[src/rtl/cp0_except_ctrl.sv]
// CP0 exception controller: prioritises MEM-stage exceptions and interrupts, then sequences COMMIT and FLUSH.
// Optional macro TIMER_INT_EN ORs timer_int_i into interrupt line ip[7].
module cp0_except_ctrl (
    input  logic        clk,
    input  logic        rst,
    input  logic [5:0]  int_i,
    input  logic        timer_int_i,
    input  logic [31:0] status_i,
    input  logic [31:0] cause_i,
    input  logic [31:0] epc_i,
    input  logic        mem_valid_i,
    input  logic        mem_in_delayslot_i,
    input  logic [31:0] mem_pc_i,
    input  logic [31:0] mem_addr_i,
    input  logic        adel_if_i,
    input  logic        ri_i,
    input  logic        ov_i,
    input  logic        trap_i,
    input  logic        syscall_i,
    input  logic        break_i,
    input  logic        adel_i,
    input  logic        ades_i,
    input  logic        eret_i,
    input  logic        stall_i,
    output logic [31:0] excepttype_o,
    output logic [31:0] exc_pc_o,
    output logic [31:0] bad_addr_o,
    output logic        is_in_delayslot_o,
    output logic        flush_o,
    output logic        busy_o,
    output logic [31:0] new_pc_o
);

    typedef enum logic [1:0] {IDLE, COMMIT, FLUSH} state_t;

    state_t      state, state_next;
    logic [5:0]  int_meta, sync_int;
    logic [1:0]  flush_cnt;
    logic [31:0] code_q, target_q;
    logic [31:0] code_d, bad_d, target_d;
    logic [7:0]  ip;
    logic        int_req, any_exc, accept;

`ifdef TIMER_INT_EN
    assign ip = {sync_int[5] | timer_int_i, sync_int[4:0], cause_i[9:8]};
    logic unused_bits;
    assign unused_bits = &{1'b0, status_i[31:16], status_i[7:2], cause_i[31:10], cause_i[7:0]};
`else
    assign ip = {sync_int, cause_i[9:8]};
    logic unused_bits;
    assign unused_bits = &{1'b0, status_i[31:16], status_i[7:2], cause_i[31:10], cause_i[7:0], timer_int_i};
`endif

    assign int_req = (|(ip & status_i[15:8])) && status_i[0] && !status_i[1];
    assign any_exc = adel_if_i | ri_i | ov_i | trap_i | syscall_i | break_i | adel_i | ades_i | eret_i;
    assign accept  = (state == IDLE) && mem_valid_i && !stall_i && (int_req || any_exc);

    // Interrupt outranks every synchronous exception.
    always_comb begin
        code_d   = '0;
        bad_d    = '0;
        target_d = 32'hBFC0_0380;
        if (int_req)        code_d = 32'h1;
        else if (adel_if_i) begin
            code_d = 32'h4;
            bad_d  = mem_pc_i;
        end
        else if (ri_i)      code_d = 32'ha;
        else if (ov_i)      code_d = 32'hc;
        else if (trap_i)    code_d = 32'hd;
        else if (syscall_i) code_d = 32'h8;
        else if (break_i)   code_d = 32'h9;
        else if (adel_i) begin
            code_d = 32'h4;
            bad_d  = mem_addr_i;
        end
        else if (ades_i) begin
            code_d = 32'h5;
            bad_d  = mem_addr_i;
        end
        else if (eret_i) begin
            code_d   = 32'he;
            target_d = epc_i;
        end
    end

    always_comb begin
        state_next   = state;
        excepttype_o = '0;
        flush_o      = 1'b0;
        busy_o       = 1'b0;
        new_pc_o     = '0;
        case (state)
            IDLE: begin
                if (accept) state_next = COMMIT;
            end
            COMMIT: begin
                state_next   = FLUSH;
                excepttype_o = code_q;
                flush_o      = 1'b1;
                busy_o       = 1'b1;
                new_pc_o     = target_q;
            end
            FLUSH: begin
                flush_o  = 1'b1;
                busy_o   = 1'b1;
                new_pc_o = target_q;
                if (flush_cnt == 2'd1) state_next = IDLE;
            end
            default: state_next = IDLE;
        endcase
    end

    always_ff @(posedge clk or negedge rst) begin
        if (!rst) begin
            state             <= IDLE;
            int_meta          <= '0;
            sync_int          <= '0;
            flush_cnt         <= '0;
            code_q            <= '0;
            target_q          <= '0;
            exc_pc_o          <= '0;
            bad_addr_o        <= '0;
            is_in_delayslot_o <= 1'b0;
        end else begin
            state    <= state_next;
            int_meta <= int_i;
            sync_int <= int_meta;
            if (state == COMMIT)     flush_cnt <= 2'd2;
            else if (state == FLUSH) flush_cnt <= flush_cnt - 2'd1;
            if (accept) begin
                code_q            <= code_d;
                target_q          <= target_d;
                exc_pc_o          <= mem_pc_i;
                bad_addr_o        <= bad_d;
                is_in_delayslot_o <= mem_in_delayslot_i;
            end
        end
    end

endmodule

[config.mk]
export PLATFORM = sky130hd
export DESIGN_NAME = cp0_except_ctrl
export DESIGN_NICKNAME = d
export VERILOG_FILES = /design/src/rtl/cp0_except_ctrl.sv
export SDC_FILE = /design/constraint.sdc
export NUM_CORES = 1
export LEC_CHECK = 0
export BUFFER_PORTS_ARGS = -buffer_cell sky130_fd_sc_hd__buf_2
export CORE_MARGIN = 5
export CORE_UTILIZATION = 30
export CTS_BUF_LIST = sky130_fd_sc_hd__clkbuf_2
export DETAILED_ROUTE_END_ITERATION = 16
export REMOVE_ABC_BUFFERS = 1
export SKIP_CTS_REPAIR_TIMING = 1
export SLEW_MARGIN = 25
export SYNTH_ARGS = -nofsm -noshare
export SYNTH_HDL_FRONTEND = slang
export SYNTH_SLANG_ARGS = --single-unit
[constraint.sdc]
create_clock -name clk -period 1.74 [get_ports clk]
set_input_delay 0.174 -clock clk [delete_from_list [all_inputs] [get_ports clk]]
set_output_delay 0.174 -clock clk [all_outputs]
set_load 0.01 [all_outputs]
==> impl_metrics.prom, run 1 <==
# TYPE chip_impl_metric gauge
chip_impl_info{name="worst_setup_path_start_kind",value="flop"} 1
chip_impl_metric{name="setup_ws",unit="ps"} -352
chip_impl_metric{name="routabilityCongestion",unit=""} 0.768
chip_impl_info{name="end_kind",value="flop"} 1
chip_impl_metric{name="clock_path_buffers",unit=""} 2
chip_impl_info{name="cts.root.buffer_cell",value="clkbuf_2"} 1
chip_impl_info{name="layout.cells.most_common_list",value="buf_2, dfrtp_1, dlygate4sd3_1, and2_1"} 1
chip_impl_metric{name="layout.core_utilization",unit="%"} 52.3
chip_impl_metric{name="seqCellArea",unit="mm^2"} 0.00293
chip_impl_metric{name="final_min_period_over_clock_period",unit="%"} 120
chip_impl_metric{name="tightestPinTransition",unit="ps"} 722
chip_impl_metric{name="synth.cell_area",unit="mm^2"} 0.00519
chip_impl_metric{name="via_count",unit=""} 4956
chip_impl_metric{name="cts.htree.levels",unit=""} 4
chip_impl_metric{name="worst_skew_pair.late_latency",unit="ps"} 670
chip_impl_metric{name="power.static_leakage",unit="nW"} 4.39
chip_impl_metric{name="dp_hpwl",unit="um"} 10700
chip_impl_metric{name="synthesis.area_per_instance",unit="um^2"} 13.0
chip_impl_metric{name="power_density",unit="mW/mm^2"} 1200
chip_impl_metric{name="number_of_fillers_in_the_final_layout",unit=""} 1475
chip_impl_info{name="outcome",value="complete, but fails checks"} 1
chip_impl_metric{name="core-area",unit="mm^2"} 0.0171
chip_impl_metric{name="synth_edf_count",unit=""} 0
chip_impl_metric{name="path_clk_slew",unit="ps"} 160
chip_impl_metric{name="setup_viol_count_final",unit=""} 139
chip_impl_metric{name="timing.fmax",unit="MHz"} 478
chip_impl_metric{name="synth-async-reset-ratio",unit="%"} 100
chip_impl_metric{name="synth.ff_latch_count",unit=""} 117
chip_impl_metric{name="yosysWarningCount",unit=""} 0
chip_impl_metric{name="yosysSeqAreaShare",unit="%"} 56.4
chip_impl_metric{name="final_max_slew_viol_count",unit=""} 0
chip_impl_info{name="timing_worst_setup_path_type",value="flop to flop"} 1
chip_impl_info{name="cts_tree",value="built"} 1
chip_impl_metric{name="num_rows",unit=""} 48
chip_impl_info{name="violated_checks",value="negative setup slack"} 1
chip_impl_metric{name="num_io_pins",unit=""} 312
chip_impl_metric{name="layout.cell_area.non_filler",unit="mm^2"} 0.00894
chip_impl_metric{name="multi_input_area",unit="mm^2"} 0.00235
chip_impl_metric{name="worst_clock_skew",unit="ps"} 23.4
chip_impl_metric{name="cap_violations",unit=""} 0
chip_impl_info{name="synth_ff_type",value="dfrtp_1"} 1
chip_impl_metric{name="hold_ws",unit="ps"} 49.8
chip_impl_metric{name="die_h",unit="um"} 141
chip_impl_metric{name="tritoncts_num_sinks",unit=""} 117
chip_impl_metric{name="timing.slew.headroom",unit="%"} 51.9
chip_impl_metric{name="finalHoldViolations",unit=""} 0
chip_impl_metric{name="grt_pass1_vias",unit=""} 4618
chip_impl_metric{name="first_pass_grt_wire_length",unit="um"} 23100
chip_impl_metric{name="final.min_clock_period",unit="ps"} 2090
chip_impl_metric{name="cts_buffers",unit=""} 17
chip_impl_info{name="layout.cells.most_common",value="buf_2"} 1
chip_impl_metric{name="drt_drc_violations_left",unit=""} 0
chip_impl_metric{name="synth_cells",unit=""} 398
chip_impl_metric{name="count_of_port_buffers_added_during_placement",unit=""} 230
chip_impl_metric{name="num_antenna_cells",unit=""} 0
chip_impl_metric{name="grt_start_max_net_pins",unit=""} 118
chip_impl_metric{name="antenna_left",unit=""} 0
chip_impl_metric{name="die-area",unit="mm^2"} 0.0200
chip_impl_metric{name="route.detailed.vias_per_inst",unit=""} 4.80
chip_impl_metric{name="postRouteWirelength",unit="um"} 18900
chip_impl_metric{name="placed_cell_area",unit="mm^2"} 0.00669
chip_impl_info{name="worst_hold_path_type",value="input port to asynchronous set/reset pin"} 1
chip_impl_metric{name="worstPathArrival",unit="ps"} 2640
chip_impl_metric{name="drt_first_pass_iters",unit=""} 4
chip_impl_metric{name="routedWlPerCell",unit="um"} 18.3
chip_impl_metric{name="synthDistinctLibCells",unit=""} 39
chip_impl_metric{name="post_route_cells_drive_above_1_share",unit="%"} 50.2
chip_impl_metric{name="floorplan.initialDensity",unit="%"} 30.3
chip_impl_metric{name="timing.critical_path.fanout_max",unit=""} 8
chip_impl_metric{name="grt_antenna_before_repair",unit=""} 0
chip_impl_metric{name="final_net_count",unit=""} 981
chip_impl_metric{name="die_width",unit="um"} 141
chip_impl_info{name="rsz0062_at_grt",value="yes"} 1
chip_impl_metric{name="area.growth.synth_to_final",unit="%"} 72.4
chip_impl_metric{name="overflow",unit=""} 0
chip_impl_metric{name="timing.critical_path.required",unit="ps"} 2290
chip_impl_metric{name="worst_ir_drop_vdd",unit="uV"} 631
chip_impl_metric{name="globalRouteTotalUtil",unit="%"} 14.5
chip_impl_metric{name="detailedRoute.firstIterationViolations",unit=""} 210
[area by class of cell]
type                       instances  share of cell area [%]
sequential                       117                    32.7
tap                              225                    3.15
clock inverter                    12                    1.27
clock buffer                      19                    1.06
inverter                           7                   0.322
timing repair buffer             407                    35.2
multi-input combinational        246                    26.2
[metal layers]
metal  part of all wire (%)  GRT usage (%)  up-vias
li1                       -              -     2240
met1                     40           18.1     2441
met2                     50           23.6      241
met3                    7.7           5.43       34
met4                    2.1           4.09        0
met5                      0              0        -
[state kept, by name, summed over array words and instances (netlist names)]
name / cells
bad_addr_o: 32
exc_pc_o: 32
target_q: 32
int_meta: 6
sync_int: 6
code_q: 4
flush_cnt: 2
state: 2
is_in_delayslot_o: 1
[through the flow]
stage          cells  power (W)  setup WS, ps  setup TNS (ps)
6_report        1033     0.0107          -352          -33580
3_5_place_dp     863    0.00755          -314          -20650
3_3_place_gp     863    0.00743          -293          -18800
5_1_grt         1033     0.0113          -477          -47820
2_1_floorplan    370    0.00565         -1080          -81870
4_1_cts          894    0.00927          -468          -38180
[power by group]
part           switching [W]  internal, W  total, W
clock                0.00103     0.000635   0.00166
combinational        0.00226      0.00279   0.00505
sequential          0.000518      0.00348   0.00399
[Yosys cell counts (2+ instances only)]
master	instances	area (um^2)
ha_1	4	50.1
nand3_1	3	15.0
nor2b_1	3	18.8
a22o_1	24	210
buf_6	11	124
mux2_2	30	338
nand2_1	2	7.51
and2_1	35	219
nor2_1	6	22.5
nor3_1	4	20.0
clkbuf_1	3	11.3
a22oi_1	32	240
a21oi_1	3	15.0
nand4_1	2	12.5
dfrtp_1	117	2930
mux2_1	3	33.8
buf_4	29	218
o32ai_1	2	17.5
o22a_1	14	123
o2bb2ai_1	32	280
buf_2	12	60.1
o21bai_1	2	15.0
o21ai_0	3	15.0
inv_1	7	26.3
[worst max-delay path: stages (launching register included)]
cell	delay [ps]
dfrtp_1	400
a22o_1	260
o41a_1	480
o21ai_4	210
buf_8	180
buf_16	150
mux2_4	300
[worst paths after layout]
check | startpoint | depth (start not counted) | slack (ps) | to
setup / recovery | sync_int[1] | 6 | -350 | exc_pc_o[22]
hold / removal | rst | 3 | 50 | int_meta[1]
setup reg to reg | sync_int[1] | 6 | -350 | exc_pc_o[22]
hold reg to reg | int_meta[5] | 0 | 370 | sync_int[5]
max in group asynchronous | rst | 3 | 1080 | bad_addr_o[29]
min in group clk | status_i[0] | 5 | 120 | code_q[2]
[logic make-up after synthesis]
logic type,after synthesis,synth area share (%)
AO/OA/AOI/OAI,119,19.4
flip-flops,117,56.4
buffers and inverters,62,8.47
AND/OR/NAND/NOR,61,7.26
multiplexers,34,7.36
adder cells (fa/ha/maj),4,0.965
other,1,0.0723
(Power assumes the default switching activity.)
==> run 2, diff against run 1 <==
--- a/config.mk
+++ b/config.mk
@@ -5,11 +5,13 @@
 export SDC_FILE = /design/constraint.sdc
 export NUM_CORES = 1
 export LEC_CHECK = 0
+export ABC_AREA = 1
 export BUFFER_PORTS_ARGS = -buffer_cell sky130_fd_sc_hd__buf_2
 export CORE_MARGIN = 5
-export CORE_UTILIZATION = 30
+export CORE_UTILIZATION = 42
 export CTS_BUF_LIST = sky130_fd_sc_hd__clkbuf_2
 export DETAILED_ROUTE_END_ITERATION = 16
+export PLACE_DENSITY = 0.79
 export REMOVE_ABC_BUFFERS = 1
 export SKIP_CTS_REPAIR_TIMING = 1
 export SLEW_MARGIN = 25
==> run 2 against run 1 <==
Effect of this change:
- the flow still finishes with violations (negative setup slack)
- combinational power shrank 13%
- setup slack got worse by 36 ps
- utilization grew 13 points
- register-to-register slack gained 420 ps
- final area shrank 2.9%
- critical path type is now flop to primary output
- largest cell class is now registers
==> impl_metrics.prom, run 2 <==
# TYPE chip_impl_metric gauge
chip_impl_info{name="synth_commonest_cells",value="nand2_1, dfrtp_1, inv_1, nand3_1, o21ai_0"} 1
chip_impl_metric{name="synth_edf_count",unit=""} 0
chip_impl_info{name="rsz0062_at_grt",value="yes"} 1
chip_impl_info{name="outcome",value="complete, but fails checks"} 1
chip_impl_metric{name="timing.critical_path.fanout_max",unit=""} 8
chip_impl_metric{name="synth_cells",unit=""} 735
chip_impl_metric{name="post-layout-total-power",unit="W"} 0.0101
chip_impl_info{name="violated_checks",value="negative setup slack"} 1
chip_impl_metric{name="final_net_count",unit=""} 1267
chip_impl_metric{name="route.detailed.vias_per_inst",unit=""} 4.95
chip_impl_metric{name="drt_drc_violations_left",unit=""} 0
chip_impl_info{name="post-synth-top-count-cell",value="nand2_1"} 1
chip_impl_info{name="cpMaxStageDelayCell",value="dfrtp_1"} 1
chip_impl_info{name="layout.cells.most_common_list",value="buf_2, nand2_1, dfrtp_1, dlygate4sd3_1, inv_1"} 1
chip_impl_metric{name="die-area",unit="mm^2"} 0.0161
chip_impl_metric{name="grt_start_max_net_pins",unit=""} 73
chip_impl_metric{name="synth_simple_gate_area_share",unit="%"} 23.3
chip_impl_metric{name="synth.cell_area",unit="mm^2"} 0.00576
chip_impl_metric{name="number_of_fillers_in_the_final_layout",unit=""} 988
chip_impl_metric{name="power_density",unit="mW/mm^2"} 1170
chip_impl_metric{name="cp.buffers_inverters",unit=""} 4
chip_impl_info{name="synth_ff_type",value="dfrtp_1"} 1
chip_impl_metric{name="synthDistinctLibCells",unit=""} 23
chip_impl_metric{name="num_rows",unit=""} 42
chip_impl_metric{name="grt_pass1_vias",unit=""} 4994
chip_impl_metric{name="floorplan.initialDensity",unit="%"} 43.1
chip_impl_metric{name="final.min_clock_period",unit="ps"} 2130
chip_impl_metric{name="layout.core_utilization",unit="%"} 65.1
chip_impl_info{name="timing_worst_setup_path_type",value="flop to primary output"} 1
chip_impl_metric{name="worst_skew_pair.late_latency",unit="ps"} 670
chip_impl_metric{name="worst_ir_drop_vdd",unit="uV"} 657
chip_impl_metric{name="postRouteWirelength",unit="um"} 20400
chip_impl_metric{name="yosysSeqAreaShare",unit="%"} 50.9
chip_impl_metric{name="cts_buffers",unit=""} 17
chip_impl_metric{name="synthesis.area_per_instance",unit="um^2"} 7.83
chip_impl_metric{name="via_count",unit=""} 6292
chip_impl_metric{name="num_io_pins",unit=""} 312
chip_impl_metric{name="timing.critical_path.required",unit="ps"} 1570
chip_impl_metric{name="worst_clock_skew",unit="ps"} 19.1
chip_impl_info{name="cts.root.buffer_cell",value="clkbuf_2"} 1
chip_impl_info{name="yosys-top-cells-area",value="dfrtp_1, nand2_1, nand3_1, o21ai_0, inv_1"} 1
chip_impl_metric{name="die_width",unit="um"} 127
chip_impl_info{name="worst_setup_path_start_kind",value="flop"} 1
chip_impl_metric{name="cts.htree.levels",unit=""} 4
chip_impl_metric{name="drt_first_pass_iters",unit=""} 5
chip_impl_metric{name="timing.fmax",unit="MHz"} 470
chip_impl_metric{name="first_pass_grt_wire_length",unit="um"} 24800
chip_impl_metric{name="synth_adder_area_share",unit="%"} 0.870
chip_impl_metric{name="synth-async-reset-ratio",unit="%"} 100
chip_impl_metric{name="tightestPinTransition",unit="ps"} 856
chip_impl_metric{name="synth.top_cell.area_share",unit="%"} 50.9
chip_impl_info{name="cp_cell_sequence",value="inv_2 > ha_4 > buf_6 > nand2_1 > inv_1 > buf_2"} 1
chip_impl_metric{name="timing.slew.headroom",unit="%"} 42.7
chip_impl_metric{name="cap_violations",unit=""} 0
chip_impl_metric{name="post_synthesis_xor_xnor_area_fraction",unit="%"} 0
chip_impl_metric{name="dp_cells",unit=""} 1114
chip_impl_info{name="end_kind",value="primary output"} 1
chip_impl_info{name="synth_top_cell_by_area",value="dfrtp_1"} 1
chip_impl_metric{name="finalSetupTns",unit="ps"} -12200
chip_impl_metric{name="compound_gate_fraction_of_synth_area",unit="%"} 9.57
chip_impl_metric{name="routabilityCongestion",unit=""} 0.823
chip_impl_metric{name="tritoncts_num_sinks",unit=""} 117
chip_impl_metric{name="routedWlPerCell",unit="um"} 16.0
chip_impl_info{name="cp_top_family",value="buffers and inverters"} 1
chip_impl_metric{name="power.static_leakage",unit="nW"} 4.86
chip_impl_metric{name="path_clk_slew",unit="ps"} 160
chip_impl_metric{name="critPathMaxStageDelay",unit="ps"} 420
chip_impl_metric{name="core-area",unit="mm^2"} 0.0133
chip_impl_metric{name="final_cell_count_no_fill",unit=""} 1272
chip_impl_metric{name="antenna_left",unit=""} 0
chip_impl_info{name="largest_regs",value="bad_addr_o x32, exc_pc_o x32, target_q x32"} 1
chip_impl_info{name="synth_top_family_by_area",value="simple AND/OR/NAND/NOR gates"} 1
chip_impl_metric{name="detailedPlace.worstSlack",unit="ps"} 131
chip_impl_metric{name="worstPathArrival",unit="ps"} 1950
chip_impl_metric{name="dp_hpwl",unit="um"} 11300
chip_impl_info{name="cts_tree",value="built"} 1
chip_impl_info{name="layout.cells.most_common",value="buf_2"} 1
chip_impl_metric{name="clock_path_buffers",unit=""} 2
chip_impl_metric{name="final_max_slew_viol_count",unit=""} 0
chip_impl_metric{name="setup_ws",unit="ps"} -388
chip_impl_metric{name="setup_viol_count_final",unit=""} 38
chip_impl_metric{name="yosysWarningCount",unit=""} 0
chip_impl_metric{name="area.growth.synth_to_final",unit="%"} 50.9
chip_impl_metric{name="synth.area.mux_share",unit="%"} 0.196
chip_impl_metric{name="synth.ff_latch_count",unit=""} 117
chip_impl_metric{name="finalHoldViolations",unit=""} 0
chip_impl_metric{name="final_min_period_over_clock_period",unit="%"} 122
chip_impl_metric{name="post_route_cells_drive_above_1_share",unit="%"} 29.3
chip_impl_metric{name="globalRouteTotalUtil",unit="%"} 19.2
chip_impl_metric{name="die_h",unit="um"} 127
chip_impl_metric{name="detailedRoute.firstIterationViolations",unit=""} 508
chip_impl_metric{name="overflow",unit=""} 0
chip_impl_info{name="worst_hold_path_type",value="input port to flop"} 1
chip_impl_metric{name="grt_antenna_before_repair",unit=""} 0
chip_impl_metric{name="count_of_port_buffers_added_during_placement",unit=""} 230
[run 2: changes by cell type in the layout (fill, tap and decap cells not counted), sizes merged, moves of 4 or more]
cell     before  now
o2bb2ai      32    0
nand2         2  210
inv           7  107
o21ai         4  106
buf         287  256
nor2          6   23
clkbuf       28   22
nor3          4    0
nand3         3   87
a22o         24    0
mux2         33    1
a22oi        32    0
o22a         14    0
and2         35    0
[run 2: final timing paths]
path,from,to,slack (ps),cells after the start
max in group asynchronous,rst,target_q[10],520,3
setup reg to reg,sync_int[3],is_in_delayslot_o,70,10
setup / recovery,state[1],new_pc_o[29],-390,6
hold / removal,ades_i,code_q[3],70,6
min in group asynchronous,rst,sync_int[5],680,3
hold reg to reg,int_meta[2],sync_int[2],360,0
[run 2: final cells by class]
class	count	area [um^2]	share of cell area (%)
diodes	1	2.50	0.0288
clock buffers	18	90.1	1.04
clock inverters	14	161	1.86
inverters	107	404	4.65
multi-input cells	465	2120	24.4
flip-flops and latches	117	2930	33.7
well taps	176	220	2.54
repair buffers	374	2760	31.7
[run 2: worst register-to-register path, cell delays in order (launching register included)]
cell and delay [ps]:
dfrtp_1 390, nand2_1 70, nand2_1 70, nor2_1 120, nand2_1 90, nand2_2 100, nand2_1 90, nand2_4 210
clkbuf_16 280, nand2_1 90, nand2_1 90
[run 2: kinds of logic (layout without fill, tap and decap cells)]
family	after synthesis	in the layout
AOI/OAI and AO/OA	109	109
adders and majority gates	4	4
buffers and inverters	180	513
DFF	117	117
muxes	1	1
other	1	29
and+or+nand+nor	323	323
[run 2: metrics by stage]
stage,area [um^2],hold slack [ps]
after floorplan,5390,-122
final,8680,67.9
after global routing,8680,36.1
after CTS,7270,-742
after global placement,7020,78.8
after detailed placement,7020,82.5
[run 2: report_power, final]
part / total (W) / switching [W] / internal [W]
Combinational: 0.00440 / 0.00246 / 0.00194
Sequential: 0.00388 / 0.000416 / 0.00347
Clock: 0.00185 / 0.00106 / 0.000793
[run 2: metal layers]
layer | GRT usage (%) | vias to the layer above | wire length (um)
met5 | 0 | - | 0
met4 | 6.06 | 0 | 527
met3 | 6.80 | 49 | 2240
met2 | 31.1 | 426 | 9930
met1 | 24.2 | 2897 | 7680
li1 | - | 2920 | -
